==> config.mk <==
export PLATFORM = sky130hd
export DESIGN_NAME = flt_mant_div
export DESIGN_NICKNAME = d
export VERILOG_FILES = /design/src/rtl/flt_div_pkg.sv /design/src/rtl/flt_div_resid.sv /design/src/rtl/flt_mant_div.sv
export SDC_FILE = /design/constraint.sdc
export NUM_CORES = 2
export LEC_CHECK = 0
export ABC_AREA = 1
export CAP_MARGIN = 0
export CORE_MARGIN = 1.5
export CORE_UTILIZATION = 40
export CTS_BUF_LIST = sky130_fd_sc_hd__clkbuf_8
export DETAILED_ROUTE_END_ITERATION = 8
export SKIP_LAST_GASP = 1
export SLEW_MARGIN = 40
export SYNTH_ARGS = -nofsm -noshare
export SYNTH_HDL_FRONTEND = slang
export SYNTH_SLANG_ARGS = --single-unit
==> constraint.sdc <==
create_clock -name clk -period 7 [get_ports clk]
set_clock_uncertainty 0.15 [all_clocks]
set_input_delay 0.7 -clock clk [delete_from_list [all_inputs] [get_ports clk]]
set_output_delay 0.7 -clock clk [all_outputs]
set_load 0.02 [all_outputs]
==> src/rtl/flt_div_pkg.sv <==
// Shared widths, FSM encoding and quotient-estimate helper for the mantissa divider.
package flt_div_pkg;

  localparam int FRAC_W  = 23;
  localparam int MANT_W  = FRAC_W + 32'sd1;
  localparam int PROD_W  = 32'sd2 * MANT_W;
  localparam int RES_W   = PROD_W + 32'sd2;
  localparam int FRAC_M1 = FRAC_W - 32'sd1;
  localparam int CNT_W   = 8;

  localparam logic [MANT_W-1:0] Q_MIN = {1'b1, {FRAC_W{1'b0}}};
  localparam logic [MANT_W-1:0] Q_MAX = {MANT_W{1'b1}};

  typedef enum logic [2:0] {
    ST_IDLE = 3'd0,
    ST_RCP  = 3'd1,
    ST_MUL  = 3'd2,
    ST_RES  = 3'd3,
    ST_CHK  = 3'd4,
    ST_DONE = 3'd5
  } state_e;

  // Scale {1,A}*{1,R} back to a 24-bit 1.q value; the rcp result carries an extra 2^-1
  // unless B==0, and A<B moves the quotient up one binade.
  function automatic logic [MANT_W-1:0] quot_est(input logic [PROD_W-1:0] p,
                                                 input logic e,
                                                 input logic s);
    logic [PROD_W-1:0] sh;
    case ({e, s})
      2'b10:        sh = p >> MANT_W;
      2'b11, 2'b00: sh = p >> FRAC_W;
      default:      sh = p >> FRAC_M1;
    endcase
    return sh[MANT_W-1:0];
  endfunction

endpackage

==> src/rtl/flt_div_resid.sv <==
// Residual r = N - Q*D for the current estimate, plus range flags of the registered residual.
module flt_div_resid
  import flt_div_pkg::*;
(
  input  logic [RES_W-1:0]        n,
  input  logic [MANT_W-1:0]       q,
  input  logic [MANT_W-1:0]       d,
  output logic signed [RES_W-1:0] r,
  input  logic signed [RES_W-1:0] r_chk,
  output logic                    neg,
  output logic                    ge_d
);

  logic [RES_W-1:0] qd_s;
  logic [RES_W-1:0] d_ext_s;

  assign qd_s    = RES_W'(q) * RES_W'(d);
  assign d_ext_s = RES_W'(d);
  assign r       = $signed(n - qd_s);

  // Flags are taken from the residual latched in the previous cycle so the compare
  // does not sit behind the 24x24 multiply.
  assign neg  = r_chk[RES_W-1];
  assign ge_d = ~r_chk[RES_W-1] && ($unsigned(r_chk) >= d_ext_s);

endmodule

==> src/rtl/flt_mant_div.sv <==
// Multi-cycle mantissa divider: reciprocal-based estimate refined by whole-ulp corrections
// until the quotient equals the exact truncated value of 1.A / 1.B.
module flt_mant_div
  import flt_div_pkg::*;
#(
  parameter int FLT_WIDTH = FRAC_W,
  parameter int RCP_LAT   = 0,
  parameter int MAX_CORR  = 3
) (
  input  logic                 clk,
  input  logic                 rst,
  input  logic                 i_valid,
  output logic                 o_ready,
  input  logic [FLT_WIDTH-1:0] i_A,
  input  logic [FLT_WIDTH-1:0] i_B,
  output logic [FLT_WIDTH-1:0] o_rcp_x,
  input  logic [FLT_WIDTH-1:0] i_rcp_r,
  output logic                 o_valid,
  input  logic                 i_ready,
  output logic [FLT_WIDTH-1:0] o_q,
  output logic                 o_shift,
  output logic                 o_err
);

  state_e                  state_r;
  logic [FRAC_W-1:0]       a_r;
  logic [FRAC_W-1:0]       b_r;
  logic                    s_r;
  logic                    e_r;
  logic                    err_r;
  logic [MANT_W-1:0]       q_r;
  logic signed [RES_W-1:0] r_r;
  logic [CNT_W-1:0]        cnt_r;
  logic [CNT_W-1:0]        k_r;

  logic [PROD_W-1:0]       prod_s;
  logic [RES_W-1:0]        n_s;
  logic [MANT_W-1:0]       d_s;
  logic signed [RES_W-1:0] r_s;
  logic                    neg_s;
  logic                    ge_d_s;

  assign d_s    = {1'b1, b_r};
  assign prod_s = PROD_W'({1'b1, a_r}) * PROD_W'({1'b1, i_rcp_r});
  assign n_s    = s_r ? (RES_W'({1'b1, a_r}) << MANT_W) : (RES_W'({1'b1, a_r}) << FRAC_W);

  flt_div_resid u_resid (
    .n     (n_s),
    .q     (q_r),
    .d     (d_s),
    .r     (r_s),
    .r_chk (r_r),
    .neg   (neg_s),
    .ge_d  (ge_d_s)
  );

  // Control FSM, operand/estimate registers and registered handshake outputs.
  always_ff @(posedge clk) begin
    if (rst) begin
      state_r <= ST_IDLE;
      o_ready <= 1'b1;
      o_valid <= 1'b0;
      o_q     <= '0;
      o_shift <= 1'b0;
      o_err   <= 1'b0;
      o_rcp_x <= '0;
      a_r     <= '0;
      b_r     <= '0;
      s_r     <= 1'b0;
      e_r     <= 1'b0;
      err_r   <= 1'b0;
      q_r     <= '0;
      r_r     <= '0;
      cnt_r   <= '0;
      k_r     <= '0;
    end else begin
      case (state_r)
        ST_IDLE: begin
          if (i_valid && o_ready) begin
            a_r     <= i_A;
            b_r     <= i_B;
            o_rcp_x <= i_B;
            s_r     <= (i_A < i_B);
            e_r     <= (i_B != '0);
            err_r   <= 1'b0;
            cnt_r   <= '0;
            k_r     <= '0;
            o_ready <= 1'b0;
            state_r <= (RCP_LAT == 0) ? ST_MUL : ST_RCP;
          end
        end
        ST_RCP: begin
          if (cnt_r == CNT_W'(RCP_LAT - 1)) begin
            state_r <= ST_MUL;
          end else begin
            cnt_r <= cnt_r + CNT_W'(1);
          end
        end
        ST_MUL: begin
          q_r     <= quot_est(prod_s, e_r, s_r);
          state_r <= ST_RES;
        end
        ST_RES: begin
          r_r     <= r_s;
          state_r <= ST_CHK;
        end
        ST_CHK: begin
          if (!neg_s && !ge_d_s) begin
            state_r <= ST_DONE;
          end else if (k_r == CNT_W'(MAX_CORR)) begin
            err_r   <= 1'b1;
            state_r <= ST_DONE;
          end else begin
            // Step one ulp toward the exact quotient, pinned to the 1.q range.
            if (neg_s) begin
              if (q_r <= Q_MIN) begin
                q_r   <= Q_MIN;
                err_r <= 1'b1;
              end else begin
                q_r <= q_r - MANT_W'(1);
              end
            end else begin
              if (q_r == Q_MAX) begin
                err_r <= 1'b1;
              end else begin
                q_r <= q_r + MANT_W'(1);
              end
            end
            k_r     <= k_r + CNT_W'(1);
            state_r <= ST_RES;
          end
        end
        ST_DONE: begin
          if (!o_valid) begin
            o_valid <= 1'b1;
            o_q     <= q_r[FRAC_W-1:0];
            o_shift <= s_r;
            o_err   <= err_r;
          end else if (i_ready) begin
            o_valid <= 1'b0;
            o_ready <= 1'b1;
            state_r <= ST_IDLE;
          end
        end
        default: begin
          state_r <= ST_IDLE;
        end
      endcase
    end
  end

endmodule

==> impl_metrics.csv <==
group,metric,value,unit
sta,timing_worst_slew_pin_value,0.8662,ns
floorplan,io_pins,123,
layout,layout.core_utilization,0.4760,
global_routing,globalRoute.totalOverflow,0,
floorplan,floorplan.die.width,358.0,µm
floorplan,die_y,358.0,µm
critical_path,cp_max_fo,9,
critical_path,cp_top_family,"adder cells",
cts,cts_max_level,4,
critical_path,critPathBufInv,8,
cts,cts.root.buffer_cell,"clkbuf_8",
layout,layout.cells.most_common,"inv_1",
sta,relSlewSlack,0.4226,
logic_synthesis,async_reset_ff_frac,0,
logic_synthesis,synth_area_leader_cell,"fa_1",
place,port_buffers,122,
logic_synthesis,ys.flop_type,"dfxtp_1",
layout,seqCellArea,0.003408,mm²
floorplan,design.core.area,0.1252,mm²
run_status,outcome,"completed",
logic_synthesis,synth_cell_types,57,
sta,grt_setup_unrepaired,"yes",
place,place_ws,-0.6779,ns
sta,finalCritPeriodShare,0.9748,
route,route.antenna.remaining_nets,0,
route,routed_wirelength,170.6,mm
logic_synthesis,syn-cell-area,0.05040,mm²
critical_path,cp_common_cell,"fa_1",
flow_run,drv.max_cap_violation_count,0,
place,hpwlAfterDp,140.8,mm
critical_path,max_stage_delay,0.63,ns
route,route.detailed.drc,0,
layout,area_delta_synth_final,18.28,%
sta,setup_viol_count_final,0,
sta,final.setup.tns,0,ns
cts,clk-insertion-delay-late,0.58,ns
global_routing,overall_track_demand_over_capacity_in_global_routing,0.2670,
sta,post_layout_worst_setup_margin,0.1762,ns
layout,nets_final,8782,
critical_path,cp.arrival,7.15,ns
place,place_area,0.05750,mm²
logic_synthesis,synth-seq-area-share,0.06673,
route,detail_route.vias_per_cell,4.941,
layout,post_route_cells_drive_above_1_share,0.1264,
logic_synthesis,syn-instance-count,6891,
critical_path,timing.critical_path.to_type,"flip-flop",
floorplan,die_area,0.1281,mm²
cts,clock_buffer_depth,2,
global_routing,wire_length_of_the_first_global_routing_pass,261.3,mm
logic_synthesis,synth_seq_cells,168,
cts,tritoncts,"yes",
logic_synthesis,synth-edff-count,0,
worst_hold_path,hold_path_class,"flip-flop to flip-flop",
logic_synthesis,synth.avg_cell_area,7.314,µm²
cts,path_clk_slew,0.12,ns
critical_path,start_kind,"flip-flop",
global_routing,first_global_vias,45310,
layout,n_fill_cell,12430,
layout,finalInstanceArea,0.05961,mm²
logic_synthesis,synth.yosys.warnings,0,
global_routing,grt_antenna_before_repair,3,
logic_synthesis,mapped_nets,8367,
route,drt_pass1_iterations,6,
layout,most_used_cells_in_the_layout_excluding_fill_and_tap_cells,"inv_1 (2084), nand2_1 (1598), fa_1 (984)",
cts,clkSinkCount,168,
layout,multi_input_comb_area,0.03891,mm²
route,total_via_count_in_the_routed_design,44320,
sta,finalWorstPathRequiredPeriod,6.824,ns
route,wl_per_instance,19.02,µm
logic_synthesis,yosys-top-cells-area,"fa_1 (40%), inv_1 (16%), nand2_1 (12%), ha_1 (10%), dfxtp_1 (6.7%)",
sta,max_clock_freq,0.1465,GHz
logic_synthesis,synth_largest_type_area_fraction,0.3960,
critical_path,worst_ep_required,7.33,ns
sta,maxSlewViolCount,0,
floorplan,num_rows,130,
critical_path,timing.setup.critical_path_class,"flip-flop to flip-flop",
cts,numCtsBuffers,17,
critical_path,critPathSlowestCell,"fa_1",
route,first_iter_violations,3313,
sta,final_hold_viol_count,0,
place,gpl.final_weighted_congestion,0.9507,
global_routing,grt_max_degree,64,
cts,cts.hold.buffers_added,0,
floorplan,initial_standard_cell_utilization_of_the_core,0.4024,
## area by class of cell
cell class	instances	area share
multi-input combinational	4291	0.6528
inverter	2116	0.1332
timing repair buffer	712	0.1156
sequential	168	0.05717
tap	1650	0.03463
clock buffer	17	0.003925
clock inverter	15	0.002624
antenna	1	0.00004198
## worst paths after layout
path,slack (ns),from,cells past startpoint,end
setup / recovery,0.18,q_r[22],26,r_r[47]
hold / removal,0.33,err_r,2,err_r
setup reg to reg,0.18,q_r[22],26,r_r[47]
hold reg to reg,0.33,err_r,2,err_r
## synthesized netlist by cell type, types with 3 or more instances
cell type / instances
nand2_1: 1640
o21a_1: 13
a21oi_1: 227
o21ai_1: 18
nor4_1: 17
nor2_2: 7
dfxtp_1: 168
nand2_2: 4
or2_1: 4
buf_4: 3
nand3_2: 6
fa_1: 997
buf_2: 21
clkbuf_1: 259
nor3_1: 42
ha_1: 406
a21boi_0: 3
o21ai_0: 210
inv_1: 2100
and3_1: 3
o21bai_1: 12
xnor2_1: 16
a31oi_1: 19
inv_2: 15
nor2_4: 6
o221ai_1: 5
xor2_1: 49
nand4_1: 34
a211oi_1: 8
nor2_1: 303
buf_6: 6
o22ai_1: 4
buf_1: 27
or2_0: 3
a21o_1: 13
nand3_1: 168
o211ai_1: 12
or2_2: 4
nand3b_1: 11
## worst register-to-register path: stages, from the launching register on
cell and delay, ns:
dfxtp_2 0.57, buf_4 0.30, nand2_1 0.11, fa_1 0.47, fa_1 0.55, inv_1 0.06, fa_1 0.50, fa_1 0.49
inv_1 0.05, fa_1 0.47, fa_1 0.63, inv_1 0.08, ha_1 0.27, inv_1 0.04, ha_1 0.32, a21oi_1 0.21
o21ai_0 0.21, a211oi_1 0.27, buf_4 0.15, nand3_1 0.11, buf_4 0.18, nand2_1 0.05, nand3_1 0.12, a21oi_2 0.16
o21ai_2 0.09, nand2_1 0.06, inv_1 0.03
## metal layers
metal  vias up  global-route usage  share of wire  routed length (µm)
li1      20550                   -              -                   -
met1     21920              0.3721           0.43               74010
met3       246             0.04137          0.083               14190
met2      1590              0.4307           0.45               77170
met4         4             0.07316          0.030                5202
met5         -                   0       0.000082                  14
## what timing repair did
item / in CTS / in global routing
setup buffers: 0 / 33
resized for setup: 21 / 339
gates cloned: 0 / 9
setup endpoints to repair: 23 / 43
pin swaps: 1 / 113
## cells by family (layout without fill, tap and decap cells)
group | Yosys count | count (layout) | synth area share
compound gates | 564 | 564 | 0.06162
xor+xnor | 66 | 66 | 0.01162
buf+inv | 2432 | 2860 | 0.1828
simple gates | 2258 | 2258 | 0.1805
fa+ha+maj | 1403 | 1403 | 0.4968
flops | 168 | 168 | 0.06673
other cells | 0 | 1 | 0
## through the flow
step	hold WS (ns)	instances
after global routing	0.3602	8969
final	0.3307	8970
after floorplan	0.2797	6891
after detailed placement	0.3214	8896
after global placement	0.3081	8896
after CTS	0.3154	8928
## sequential cells by signal, summed over array words and instances (netlist names)
name,cells
s_r,1
o_shift,1
o_ready,1
err_r,1
a_r,23
e_r,1
o_valid,1
b_r,23
r_r,49
k_r,8
cnt_r,8
o_q,23
state_r,3
q_r,24
o_err,1
Power is left out: the tool's default activity adds up to more than one toggle a clock period on the data nets, which glitch-free logic cannot reach.
